<file path="config.mk">
export PLATFORM = sky130hd
export DESIGN_NAME = seg_scan_ctrl
export DESIGN_NICKNAME = d
export VERILOG_FILES = /design/src/rtl/seg_pkg.sv /design/src/rtl/seg_bcd_decoder.sv /design/src/rtl/seg_scan_ctrl.sv
export SDC_FILE = /design/constraint.sdc
export NUM_CORES = 1
export LEC_CHECK = 0
export ABC_AREA = 1
export BUFFER_PORTS_ARGS = -buffer_cell sky130_fd_sc_hd__buf_2
export CELL_PAD_IN_SITES_DETAIL_PLACEMENT = 1
export CELL_PAD_IN_SITES_GLOBAL_PLACEMENT = 2
export CORE_MARGIN = 5
export CORE_UTILIZATION = 31
export CTS_BUF_LIST = sky130_fd_sc_hd__clkbuf_8
export DETAILED_ROUTE_END_ITERATION = 8
export PLACE_DENSITY = 0.81
export RECOVER_POWER = 50
export SYNTH_ARGS = -nofsm -noshare
export SYNTH_HDL_FRONTEND = slang
export SYNTH_SLANG_ARGS = --single-unit
</file>
<file path="constraint.sdc">
create_clock -name clk -period 2.06 [get_ports clk]
set_input_delay 0.412 -clock clk [delete_from_list [all_inputs] [get_ports clk]]
set_output_delay 0.412 -clock clk [all_outputs]
set_load 0.1 [all_outputs]
</file>
<file path="src/rtl/seg_pkg.sv">
// Shared types and active-low segment patterns for the seven-segment scan controller.
package seg_pkg;

    localparam int NUM_DIGITS = 4;

    typedef enum logic {
        BLANK = 1'b0,
        SHOW  = 1'b1
    } scan_state_t;

    // Bit order {dp,g,f,e,d,c,b,a}, active-low
    localparam logic [7:0] SEG_0    = 8'hC0;
    localparam logic [7:0] SEG_1    = 8'hF9;
    localparam logic [7:0] SEG_2    = 8'hA4;
    localparam logic [7:0] SEG_3    = 8'hB0;
    localparam logic [7:0] SEG_4    = 8'h99;
    localparam logic [7:0] SEG_5    = 8'h92;
    localparam logic [7:0] SEG_6    = 8'h82;
    localparam logic [7:0] SEG_7    = 8'hF8;
    localparam logic [7:0] SEG_8    = 8'h80;
    localparam logic [7:0] SEG_9    = 8'h90;
    localparam logic [7:0] SEG_DASH = 8'hBF;
    localparam logic [7:0] SEG_OFF  = 8'hFF;

endpackage

</file>
<file path="src/rtl/seg_bcd_decoder.sv">
// Combinational BCD nibble + decimal point to active-low segment pattern.
// blank forces all segments off while still honouring the decimal point.
module seg_bcd_decoder
    import seg_pkg::*;
(
    input  logic [3:0] nibble,
    input  logic       dp,
    input  logic       blank,
    output logic [7:0] seg
);

    logic [7:0] base;

    always_comb begin
        base = SEG_DASH;
        unique case (nibble)
            4'd0:    base = SEG_0;
            4'd1:    base = SEG_1;
            4'd2:    base = SEG_2;
            4'd3:    base = SEG_3;
            4'd4:    base = SEG_4;
            4'd5:    base = SEG_5;
            4'd6:    base = SEG_6;
            4'd7:    base = SEG_7;
            4'd8:    base = SEG_8;
            4'd9:    base = SEG_9;
            default: base = SEG_DASH;
        endcase
        if (blank)
            base = SEG_OFF;
        seg = {base[7] & ~dp, base[6:0]};
    end

endmodule

</file>
<file path="src/rtl/seg_scan_ctrl.sv">
// Round-robin 4-digit seven-segment scanner with blanking gap and frame-aligned double buffer.
// Define SEG_LZ_BLANK_EN to blank leading zeros on digits 3..1.
module seg_scan_ctrl
    import seg_pkg::*;
#(
    parameter int SCAN_DIV  = 50000,
    parameter int BLANK_CYC = 500
) (
    input  logic        clk,
    input  logic        rst,
    input  logic [15:0] digits_in,
    input  logic [3:0]  dp_in,
    input  logic        load,
    output logic        load_ack,
    output logic [7:0]  sevenSegment,
    output logic [3:0]  anode,
    output logic        frame_tick
);

    localparam int CW = (SCAN_DIV > 1) ? $clog2(SCAN_DIV) : 1;
    localparam logic [CW-1:0] LAST       = CW'(SCAN_DIV - 1);
    localparam logic [CW-1:0] BLANK_LAST = CW'(BLANK_CYC - 1);
    localparam scan_state_t   RST_STATE  = (BLANK_CYC == 0) ? SHOW : BLANK;

    logic [CW-1:0] cnt, cnt_nx;
    logic [1:0]    idx, idx_nx;
    scan_state_t   state, state_nx;
    logic [15:0]   shadow_dig, shadow_dig_nx, pend_dig;
    logic [3:0]    shadow_dp, shadow_dp_nx, pend_dp;
    logic          pend_valid;
    logic          wrap, boundary, ack_nx;
    logic [3:0]    cur_nib;
    logic          cur_dp, lz;
    logic [7:0]    dec_seg;

    always_comb begin
        wrap     = (cnt == LAST);
        boundary = wrap && (idx == 2'd3);
        cnt_nx   = wrap ? '0 : cnt + 1'b1;
        idx_nx   = wrap ? idx + 2'd1 : idx;

        state_nx = state;
        unique case (state)
            BLANK: if (cnt == BLANK_LAST) state_nx = SHOW;
            SHOW:  if (wrap && (BLANK_CYC != 0)) state_nx = BLANK;
            default: state_nx = RST_STATE;
        endcase

        // A load coinciding with the boundary is newer than anything pending, so it wins
        shadow_dig_nx = shadow_dig;
        shadow_dp_nx  = shadow_dp;
        ack_nx        = 1'b0;
        if (boundary) begin
            if (load) begin
                shadow_dig_nx = digits_in;
                shadow_dp_nx  = dp_in;
                ack_nx        = 1'b1;
            end else if (pend_valid) begin
                shadow_dig_nx = pend_dig;
                shadow_dp_nx  = pend_dp;
                ack_nx        = 1'b1;
            end
        end

        cur_nib = shadow_dig_nx[{idx_nx, 2'b00} +: 4];
        cur_dp  = shadow_dp_nx[idx_nx];
    end

`ifdef SEG_LZ_BLANK_EN
    always_comb begin
        lz = 1'b0;
        unique case (idx_nx)
            2'd1:    lz = (shadow_dig_nx[15:4]  == '0);
            2'd2:    lz = (shadow_dig_nx[15:8]  == '0);
            2'd3:    lz = (shadow_dig_nx[15:12] == '0);
            default: lz = 1'b0;
        endcase
    end
`else
    assign lz = 1'b0;
`endif

    seg_bcd_decoder u_dec (
        .nibble (cur_nib),
        .dp     (cur_dp),
        .blank  (lz),
        .seg    (dec_seg)
    );

    // Outputs are registered from next-state values so they line up with the counter
    always_ff @(posedge clk) begin
        if (rst) begin
            cnt          <= '0;
            idx          <= '0;
            state        <= RST_STATE;
            shadow_dig   <= '0;
            shadow_dp    <= '0;
            pend_dig     <= '0;
            pend_dp      <= '0;
            pend_valid   <= 1'b0;
            load_ack     <= 1'b0;
            frame_tick   <= 1'b0;
            anode        <= '1;
            sevenSegment <= SEG_OFF;
        end else begin
            cnt        <= cnt_nx;
            idx        <= idx_nx;
            state      <= state_nx;
            shadow_dig <= shadow_dig_nx;
            shadow_dp  <= shadow_dp_nx;
            if (boundary) begin
                pend_valid <= 1'b0;
            end else if (load) begin
                pend_dig   <= digits_in;
                pend_dp    <= dp_in;
                pend_valid <= 1'b1;
            end
            load_ack   <= ack_nx;
            frame_tick <= boundary;
            if (state_nx == SHOW) begin
                anode        <= ~(4'b0001 << idx_nx);
                sevenSegment <= dec_seg;
            end else begin
                anode        <= '1;
                sevenSegment <= SEG_OFF;
            end
        end
    end

endmodule
</file>
# Yosys cells after proc, flatten, opt, wreduce, memory -nomap -nowiden
# Memory sizes are Yosys's and may differ from the RTL's. A register that Yosys moved wholly into a read port is not among the register bits.
# Cells that the tools add are included.
[totals]
regBits = 74
latch_bits = 0
ram_bits = 0
mem_bits_ro = 112
input_bits = 23
output_inout_bits = 14
elab_cells = 47
n_memories = 1
[mem_list]
columns = ["name", "depth", "width", "rd", "rd_ports_with_merged_regs", "write_ports", "line_no", "rtl"]
rows = [
  ["(no name shown)", 16, 7, 1, 1, 0, "seg_bcd_decoder.sv:16", "unique case (nibble)"],
]
[op_classes]
addsub = 2
n_mul = 0
div = 0
n_lt_le_gt_ge = 1
n_eq_ne = 3
n_shift = 2
mux = 14
bitwise = 6
reduce_logical = 6
[op_table]
columns = ["operator", "n"]
rows = [
  ["two-way mux 16 bit", 3],
  ["adder 16 x 1 -> 16 bit, second input constant", 1],
  ["== test 16 bit, second input constant", 1],
  ["== test 16 x 9 -> 1 bit, second input constant", 1],
  ["variable part select 16 x 5 -> 4 bit", 1],
  ["two-way mux 4 bit", 3],
  ["OR reduction 2 bit", 4],
  ["two-way mux 1 bit", 5],
  ["NOT 1 bit", 4],
  ["NOT 4 bit", 1],
  ["<< shifter 1 x 2 -> 4 bit, first input constant", 1],
  ["less-than comparator 2 x 3 -> 1 bit, second input constant", 1],
  ["adder 2 x 1 -> 2 bit, second input constant", 1],
  ["binary-select mux 1 bit (select 2 bit)", 1],
  ["== test 2 bit, second input constant", 1],
  ["two-way mux 2 bit", 1],
  ["one-hot mux 1 bit (2 select lines)", 1],
  ["AND reduction 2 bit", 1],
  ["bitwise AND 1 bit, first input constant", 1],
  ["logical AND 1 bit", 1],
]

# Logic depth before layout (Yosys ltp)
# Gate-level depths: netlist of the first run.
[depth]
depth_word = 7
mapped_depth = 18
ltp_nobuf = 18

# By module
# A second synthesis of the first run with hierarchy kept.
[hier_totals]
cells_unflattened = 592
area_unflattened_um2 = 3881.2
[modules_own_cells]
columns = ["mod", "n_inst", "cells_per_inst", "area_per_inst_um2", "seq_area_each_um2"]
rows = [
  ["seg_scan_ctrl", 1, 554, 3681.0, 1481.4],
  ["seg_bcd_decoder", 1, 38, 200.2, 0.0],
]

# Worst setup path before layout of the first run
# OpenSTA, ideal clock, no wires.
[synth_timing]
kind = "register to register"
start = "register cnt[0]"
end = "register sevenSegment[0]"
setup_ps = 123
arrival_ps = 2096
t_required_ps = 1937
setup_slack_ps = -159
path_stages_with_launch = 17
path_buffers = 1
period_less_slack_ps = 2219
cell_sequence = "dfxtp_1 -> ha_1 -> nand3_4 -> nor2_4 -> buf_8 -> nand3_2 -> nand2_4 -> nor2_4 -> nand2_1 -> nand2_1 -> nor2_2 -> inv_1 -> ha_1 -> inv_1 -> nand3_1 -> nand3_1 -> nand3_2"
[synth_via]
elab_chain_len = 5
word_cells_on_any_way = 11
cone_classes = "2 x eq/ne; 1 x shift; 5 x mux; 1 x bitwise; 2 x reduce/logical"
[synth_rtl]
columns = ["item", "line_no", "rtl"]
rows = [
  ["start, declared", "seg_scan_ctrl.sv:25", "logic [CW-1:0] cnt, cnt_nx;"],
  ["start signal, assigned", "seg_scan_ctrl.sv:106", "cnt <= cnt_nx;"],
  ["parallel branches: the longest is 5 deep, another holds == test 16 bit", "n/a", ""],
  ["end, declared", "seg_scan_ctrl.sv:15", "output logic [7:0] sevenSegment,"],
]
# Parallel ways; which one is timed is not known.
# A chain may end at the register's enable or synchronous reset.

# Worst setup path in the final report of the first run
[layout_timing]
start = "register cnt[1]"
end = "register sevenSegment[4]"
# Same word-level chain as after synthesis.

==> results of run 1 <==
[Yosys cell counts (all sizes together)]
cell,instances
nand2,157
nor2,96
dfxtp,74
inv,50
o21ai,39
nand3,28
a21oi,26
nand4,10
buf,9
clkbuf,9
ha,8
and2,4
a211oi,3
nor3,3
o211ai,3
xor2,3
a22o,2
a22oi,2
nand3b,2
or2,2
a21o,1
a31oi,1
clkinv,1
nor4,1
xnor2,1
[final cells by class]
class	instances	area, sq um
Timing Repair inverter	2	15.0
Fill cell	1499	6540
Timing Repair Buffer	133	1030
Tap cell	168	210
Clock buffer	11	151
Inverter	51	200
Multi-Input combinational cell	393	2400
Sequential cell	74	1500
Clock inverter	4	18.8
[critical path: stages, from the launching register on]
cell and delay (ps):
dfxtp_4 370, ha_4 150, nand3_4 90, nor2_4 210, buf_12 150, nand2_2 50, nand2_2 80, nand2_4 60
nor2_4 140, nand2_4 70, nand4_1 240, ha_2 260, nand2_1 60, nand3_1 80, nand2_1 60
[routing by layer]
metal	GRT usage (%)	part of all wire, %	vias to the layer above	wire [um]
met3	3.40	3.3	15	408
met1	20.1	43	1832	5410
met2	30.8	52	47	6460
met4	6.09	1.8	0	230
li1	-	-	1957	-
met5	0	0	-	0
[cell families (layout without fill, tap and decap cells)]
logic type,count (synthesis),after routing
fa+ha+maj,8,8
compound gates,77,77
xor+xnor,4,4
buf+inv,69,201
flops,74,74
simple gates,303,304
[sequential cells by signal, indices dropped and copies added, names as in the netlist]
register and count:
anode 4, cnt 16, frame_tick 1, idx 2, load_ack 1, pend_dig 16
pend_dp 4, pend_valid 1, sevenSegment 8, shadow_dig 16, shadow_dp 4, state 1
[worst paths after layout]
path / slack [ps] / cells after the start / endpoint
setup / recovery: -130 / 14 / sevenSegment[4]
hold / removal: 310 / 3 / pend_dig[5]
setup reg to reg: -130 / 14 / sevenSegment[4]
hold reg to reg: 460 / 2 / pend_dp[2]
[power groups by stage]
stage	clock [mW]	combinational [mW]	sequential [mW]
3_5_place_dp	0	0.212	1.52
5_1_grt	1.15	0.269	1.49
3_3_place_gp	0	0.202	1.51
4_1_cts	1.08	0.224	1.48
6_report	1.05	0.239	1.48
2_1_floorplan	0	0.117	1.51
[what timing repair did]
item                       4_1_cts  5_1_grt
setup buffers                   16       13
setup endpoints to repair       27       29
resized for setup               49       57
gates cloned                     1        3
pin swaps                       33       39
hold endpoints to repair         0        0
==> summary.txt, run 1 <==
Least-Margin Pin Slew = 671 ps
row cnt = 40
Cell Area, Synth = 3820 sq um
fin area = 5520 sq um
CTS H-tree depth = 3
post-synthesis xor/xnor area fraction = 0.917%
Sw Ratio = 25.9%
placer's final routability congestion estimate = 0.804
simple-gate area share of the yosys netlist = 39.2%
critical path startpoint = cnt[1]
hold path startpoint = digits_in[5]
unrepaired setup endpoints after global routing = true
number of global-route vias before repair = 4072
Nets = 695
core area = 12100 sq um
Flop pwr share = 53.6%
Seq cells post-synth = 74
Final HPWL DP = 8720 um
Worst Skew = 15.3 ps
clock group share of total power = 37.8%
Hold WC Path Type = primary input to flop
Root Buffer = clkbuf_8
dpl cells = 790
gr usage total = 17.2%
fraction of synthesized area in multiplexers = 0%
kind of critical path = flop to flop
synthesized instance count = 535
R2R Path Start = cnt[1]
failing checks = negative setup slack
pre-CTS WS = -212 ps
ranking of synthesized cells by area = dfxtp_1, nand2_1, nor2_1
syn nets = 566
die extent in x = 121 um
YS warnings = 0
largest net degree at the start of global routing = 24
largest family of logic cells by synthesized area = simple AND/OR/NAND/NOR gates
Chip Height = 121 um
Max Freq = 456 MHz
number of port buffers = 36
clk buf depth = 2
Post-DP Area = 4710 sq um
diode count = 0
combinational power share = 8.6%
most frequent cells in the layout = nand2_1, buf_4, nor2_1
Post-Route Utilization = 45.8%
TritonRoute pass-1 iters = 4
DR iter-0 viols = 100
synth unique cells = 38
CTS buffer count = 9
Synth top area share = 38.8%
Crit path arrival time = 2460 ps
GRT overflow = 0
Area Growth Syn to Fin = 44.6%
peak supply drop = 0.342 mV
Startpoint Class = flop
NetSw = 0.717 mW
fin crit period = 2190 ps
vias per inst = 4.61
critical path data required time = 2320 ps
IO Count = 37
Synth Area in Compound Gates = 10.9%
Finish-stage setup viols = 14
P per Cell Area = 501 nW/um^2
total design power = 2.77 mW
clk slew on worst S/H paths = 90 ps
Adder-Cell Fraction of Synth Area = 2.62%
vias = 3851
clock latency on the worst-skew pair = 370 ps
Min Hold Slack = 307 ps
period utilization = 107%
syn_area_per_cell = 7.14 sq um
Pint = 2.05 mW
Seq/Total Area, Yosys = 38.8%
drt wl/cell = 15.0 um
layout cells sized above 1 = 42.2%
hold_buf cts = 0
largest area contributor in the netlist = dfxtp_1
Post-Layout Cell Count = 836
Sink Count = 74
TritonCTS clock tree = yes
Setup WS post-layout = -134 ps
Lkg Pwr = 2.42 nW
status = finished with violations
routed wire length = 12500 um
CP Capture Type = flop
initial antenna violation count = 0
ANT nets after route = 0
DRC errors left = 0
CP max FO = 4
Starting Density = 31.7%
full die area = 14600 sq um
sum of negative setup slack = -970 ps
Slew Viols, Final = 0
first-pass GRT wire length = 19900 um
Max Cap Viol = 0
most common cell after layout, fill and taps aside = nand2_1
final hold violations = 0
relative slew slack = 55.2%
No activity file was read; power rests on OpenSTA's default activity.
==> run 2: changes to the inputs <==
--- a/config.mk
+++ b/config.mk
@@ -13,7 +13,7 @@
 export CORE_UTILIZATION = 31
 export CTS_BUF_LIST = sky130_fd_sc_hd__clkbuf_8
 export DETAILED_ROUTE_END_ITERATION = 8
-export PLACE_DENSITY = 0.81
+export PLACE_DENSITY = 0.84
 export RECOVER_POWER = 50
 export SYNTH_ARGS = -nofsm -noshare
 export SYNTH_HDL_FRONTEND = slang
==> constraint.sdc (replaced) <==
create_clock -name clk -period 1.9 [get_ports clk]
set_input_delay 0.38 -clock clk [delete_from_list [all_inputs] [get_ports clk]]
set_output_delay 0.38 -clock clk [all_outputs]
set_load 0.1 [all_outputs]
==> summary.txt, run 2 (synthesis gave the netlist of run 1 again) <==
status = finished with violations
failing checks = negative setup slack
Finish-stage setup viols = 27
Hold WC Path Type = primary input to flop
Sw Ratio = 25.9%
GRT overflow = 0
number of port buffers = 36
hold depth = 3
most frequent cells in the layout = nand2_1, buf_4, dfxtp_1
CTS buffer count = 9
CTS H-tree depth = 3
P per Cell Area = 592 nW/um^2
Chip Height = 121 um
core area = 12100 sq um
Metal-1 WL = 5250 um
Max Cap Viol = 0
CP max FO = 8
clock latency on the worst-skew pair = 380 ps
unrepaired setup endpoints after global routing = true
Least-Margin Pin Slew = 672 ps
relative slew slack = 55.1%
Area Growth Syn to Fin = 47.4%
metal3 WL = 372 um
hold worst-path end = pend_dig[1]
clock group share of total power = 43.1%
r2r setup slk = -280 ps
fin crit period = 2180 ps
total design power = 3.33 mW
Lkg Pwr = 2.51 nW
combinational power share = 8.5%
most common cell after layout, fill and taps aside = nand2_1
NetSw = 0.864 mW
CP Capture Type = flop
Worst Skew = 10.7 ps
Root Buffer = clkbuf_8
# fillers = 1507
number of global-route vias before repair = 4089
clk buf depth = 2
leading registers by flop count = cnt (16), pend_dig (16), shadow_dig (16)
die extent in x = 121 um
Min Hold Slack = 275 ps
vias = 3950
initial antenna violation count = 0
Pint = 2.47 mW
DRC errors left = 0
kind of critical path = flop to flop
met2 wire len = 6520 um
TritonRoute pass-1 iters = 4
Nets = 703
Final HPWL DP = 8870 um
Sink Count = 74
final hold violations = 0
Slew Viols, Final = 0
routed wire length = 12400 um
Post-Route Utilization = 46.7%
drt wl/cell = 14.7 um
DR iter-0 viols = 94
Crit path arrival time = 2450 ps
worst r2r path cells = 15
hold path startpoint = digits_in[1]
Setup WS post-layout = -277 ps
clk slew on worst S/H paths = 90 ps
IO Count = 37
Starting Density = 31.7%
Max Freq = 459 MHz
pre-CTS WS = -375 ps
peak supply drop = 0.393 mV
FF-to-FF End = sevenSegment[4]
period utilization = 115%
full die area = 14600 sq um
Startpoint Class = flop
placer's final routability congestion estimate = 0.837
diode count = 0
TritonCTS clock tree = yes
first-pass GRT wire length = 19400 um
largest net degree at the start of global routing = 24
gr usage total = 16.8%
layout cells sized above 1 = 44.5%
Flop pwr share = 48.4%
ANT nets after route = 0
critical path data required time = 2170 ps
R2R Path Start = cnt[1]
highest routed layer = met4
vias per inst = 4.67
row cnt = 40
[run 2: cell types whose count changed in the layout (fill, tap and decap cells not counted), sizes merged]
cell      before  now
clkinv         4    3
bufinv         0    2
nand3         29   28
clkinvlp       3    0
buf          132  142
clkbuf        12   11
inv           50   53
[run 2: area by class of cell]
type	count	area (sq um)	area share, %
clock inverter	7	100	1.78
timing repair buffer	144	1110	19.7
multi-input combinational	392	2400	42.7
sequential	74	1490	26.5
tap	168	210	3.73
inverter	51	194	3.44
clock buffer	9	124	2.20
[run 2: power groups by stage]
stage | clock network [mW] | registers, mW | logic [mW]
2_1_floorplan | 0 | 1.64 | 0.127
3_3_place_gp | 0 | 1.64 | 0.233
3_5_place_dp | 0 | 1.65 | 0.244
4_1_cts | 1.50 | 1.61 | 0.257
5_1_grt | 1.55 | 1.62 | 0.316
6_report | 1.44 | 1.61 | 0.284
[run 2: layer usage]
| layer | up-vias | GRT usage [%] |
|---|---|---|
| li1 | 1977 | - |
| met4 | 0 | 7.08 |
| met3 | 22 | 3.73 |
| met5 | - | 0 |
| met1 | 1878 | 19.3 |
| met2 | 73 | 29.9 |
[run 2: critical path, cell delays in order, from the launching register on]
cell,delay [ps]
dfxtp_2,370
ha_4,160
nand3_4,100
nor2_4,180
nand2_2,80
nor2_2,110
buf_6,160
o21ai_4,60
nand2_1,80
nand2_2,70
nor2_4,180
buf_4,150
ha_2,180
nand2_1,60
nand3_1,80
nand2_1,60
[run 2: timing repair]
action,in CTS,in global routing
hold buffers,0,0
buffers inserted,6,13
gates resized for setup,51,60
setup endpoints to repair,28,31
gates cloned,1,2
pin swaps,23,23
[run 2: worst max path at each step]
stage | start | end | slack [ps] | depth (start not counted)
after floorplan | cnt[1] | sevenSegment[3] | -140 | 15
after global placement | load | sevenSegment[3] | -250 | 15
after detailed placement | cnt[1] | sevenSegment[0] | -370 | 16
after CTS | cnt[0] | sevenSegment[3] | -290 | 15
after global routing | cnt[1] | sevenSegment[4] | -380 | 14
final | cnt[1] | sevenSegment[4] | -280 | 15
[run 2: through the flow]
stage                     area (sq um)  TNS, ps  std cells
after floorplan                   3860     -668        535
final                             5630    -5230        845
after global routing              5630    -8020        845
after CTS                         5280    -3840        830
after detailed placement          4840    -3560        807
after global placement            4840    -1680        807
==> run 3: changes to the inputs <==
--- a/config.mk
+++ b/config.mk
@@ -5,15 +5,16 @@
 export SDC_FILE = /design/constraint.sdc
 export NUM_CORES = 1
 export LEC_CHECK = 0
-export ABC_AREA = 1
+export ABC_AREA = 0
+export ABC_CLOCK_PERIOD_IN_PS = 1900
 export BUFFER_PORTS_ARGS = -buffer_cell sky130_fd_sc_hd__buf_2
 export CELL_PAD_IN_SITES_DETAIL_PLACEMENT = 1
 export CELL_PAD_IN_SITES_GLOBAL_PLACEMENT = 2
 export CORE_MARGIN = 5
-export CORE_UTILIZATION = 31
+export CORE_UTILIZATION = 33
 export CTS_BUF_LIST = sky130_fd_sc_hd__clkbuf_8
 export DETAILED_ROUTE_END_ITERATION = 8
-export PLACE_DENSITY = 0.84
+export PLACE_DENSITY = 0.85
 export RECOVER_POWER = 50
 export SYNTH_ARGS = -nofsm -noshare
 export SYNTH_HDL_FRONTEND = slang
==> summary.txt, run 3 <==
status = finished with violations
failing checks = negative setup slack
Final HPWL DP = 7310 um
TritonRoute pass-1 iters = 4
r2r setup slk = -1290 ps
number of port buffers = 36
Root Buffer = clkbuf_8
top cells by count, synth = dfxtp_1, nand2_1, nor2_1, a21oi_1, nand3_1
YS warnings = 0
Lkg Pwr = 2.18 nW
relative slew slack = 52.3%
Starting Density = 34.1%
Post-synth EDFFs = 0
combinational power share = 9.3%
CTS buffer count = 9
total design power = 2.93 mW
Crit path arrival time = 3430 ps
fin crit period = 3190 ps
most frequent cells in the layout = dfxtp_1, buf_4, nor2_1
hold worst-path end = pend_dig[9]
Hold WC Path Type = primary input to flop
Seq cells post-synth = 74
R2R Path Start = cnt[4]
core area = 9860 sq um
Post-Layout Cell Count = 652
most common cell in the netlist = dfxtp_1
Cell Area, Synth = 3370 sq um
kind of critical path = flop to flop
hold path startpoint = digits_in[9]
vias = 3549
sum of negative setup slack = -30990 ps
drt wl/cell = 21.8 um
Sw Ratio = 26.2%
die extent in x = 111 um
routed wire length = 14200 um
worst r2r path cells = 11
first-pass GRT wire length = 19500 um
Chip Height = 111 um
Area Growth Syn to Fin = 61.1%
largest net degree at the start of global routing = 28
Slew Viols, Final = 0
unrepaired setup endpoints after global routing = true
DR iter-0 viols = 179
peak supply drop = 0.301 mV
Nets = 547
Max Cap Viol = 0
dominant synthesized flop cell = dfxtp_1
FF-to-FF End = sevenSegment[2]
row cnt = 36
clk slew on worst S/H paths = 80 ps
CP Capture Type = flop
gr usage total = 19.8%
clock group share of total power = 35.8%
IO Count = 37
TritonCTS clock tree = yes
Pint = 2.17 mW
initial antenna violation count = 1
vias per inst = 5.44
Least-Margin Pin Slew = 716 ps
most common cell after layout, fill and taps aside = dfxtp_1
ys async rst share = 0%
number of global-route vias before repair = 3770
dpl cells = 613
final hold violations = 0
synthesized instance count = 395
placer's final routability congestion estimate = 0.755
period utilization = 168%
largest area contributor in the netlist = dfxtp_1
Setup WS post-layout = -1290 ps
syn nets = 426
critical path data required time = 2140 ps
synth unique cells = 48
DRC errors left = 0
Max Freq = 314 MHz
GRT overflow = 0
Worst Skew = 9.05 ps
Seq/Total Area, Yosys = 44.0%
leading registers by flop count = cnt (16), pend_dig (16), shadow_dig (16)
Synth top area share = 44.0%
clk buf depth = 2
full die area = 12300 sq um
Flop pwr share = 54.9%
NetSw = 0.768 mW
hold depth = 3
ANT nets after route = 0
diode count = 0
CP max FO = 6
layout cells sized above 1 = 53.9%
hold_buf cts = 0
Sink Count = 74
syn_area_per_cell = 8.52 sq um
Finish-stage setup viols = 71
ranking of synthesized cells by area = dfxtp_1, nand2_1, nor2_1
# fillers = 1092
Startpoint Class = flop
P per Cell Area = 541 nW/um^2
clock latency on the worst-skew pair = 360 ps
CTS H-tree depth = 3
run 3: what timing repair did:
item | in CTS | in global routing
setup endpoints to repair | 71 | 73
pin swaps | 31 | 41
gates resized for setup | 88 | 97
setup buffers | 13 | 9
endpoints found under the hold margin | 0 | 0
cloned | 7 | 2
run 3: power by group through the flow:
stage	clock network [mW]	registers, mW	logic, mW
3_5_place_dp	0	1.63	0.188
2_1_floorplan	0	1.63	0.104
3_3_place_gp	0	1.63	0.181
4_1_cts	1.08	1.60	0.224
5_1_grt	1.15	1.61	0.288
6_report	1.05	1.61	0.272
run 3: how the worst max path moves through the flow:
stage | end | depth (start not counted) | from | slack (ps)
2_1_floorplan | sevenSegment[3] | 9 | cnt[13] | -1090
3_3_place_gp | sevenSegment[4] | 9 | cnt[13] | -1040
3_5_place_dp | sevenSegment[6] | 10 | cnt[13] | -1160
4_1_cts | sevenSegment[4] | 10 | cnt[11] | -1120
5_1_grt | sevenSegment[2] | 11 | cnt[4] | -1380
6_report | sevenSegment[2] | 11 | cnt[4] | -1290
run 3: critical path, cell delays in order, from the launching register on:
cell,delay (ps)
dfxtp_2,330
or4b_4,570
nor4_4,370
buf_6,200
buf_12,130
a32oi_2,110
and3_4,180
mux4_2,560
inv_2,140
ha_4,130
inv_2,40
o31ai_1,310
run 3: cell type report:
type / count / area, sq um / share of cell area (%)
clock inverters: 4 / 15.0 / 0.277
inverters: 7 / 28.8 / 0.531
clock buffers: 10 / 138 / 2.54
flip-flops and latches: 74 / 1490 / 27.4
multi-input cells: 294 / 2420 / 44.7
repair buffers: 130 / 1160 / 21.5
well taps: 133 / 166 / 3.07
run 3: logic make-up (layout without fill, tap and decap cells):
| logic type | after synthesis | in the layout | synth area share [%] |
|---|---|---|---|
| multiplexers | 13 | 13 | 4.79 |
| adder cells (fa/ha/maj) | 8 | 8 | 2.97 |
| buffers and inverters | 31 | 151 | 4.35 |
| flip-flops | 74 | 74 | 44.0 |
| AO/OA/AOI/OAI | 76 | 76 | 14.6 |
| XOR/XNOR | 14 | 14 | 3.86 |
| AND/OR/NAND/NOR | 179 | 183 | 25.4 |
run 3: stage by stage:
stage	setup WS [ps]	utilization, %	hold WS, ps	cell area [sq um]
after floorplan	-1090	-	417	3530
after global placement	-1040	43.4	445	4280
after detailed placement	-1160	43.4	452	4280
after CTS	-1120	50.5	255	4980
after global routing	-1380	55.0	273	5420
final	-1290	55.0	289	5420
run 3: per-layer routing:
| layer | track usage, % | up-vias | share of wire, % |
|---|---|---|---|
| met5 | 0 | - | 0.092 |
| met4 | 7.87 | 2 | 3.2 |
| met3 | 5.35 | 40 | 5.7 |
| met2 | 35.4 | 120 | 53 |
| met1 | 22.3 | 1760 | 38 |
| li1 | - | 1627 | - |
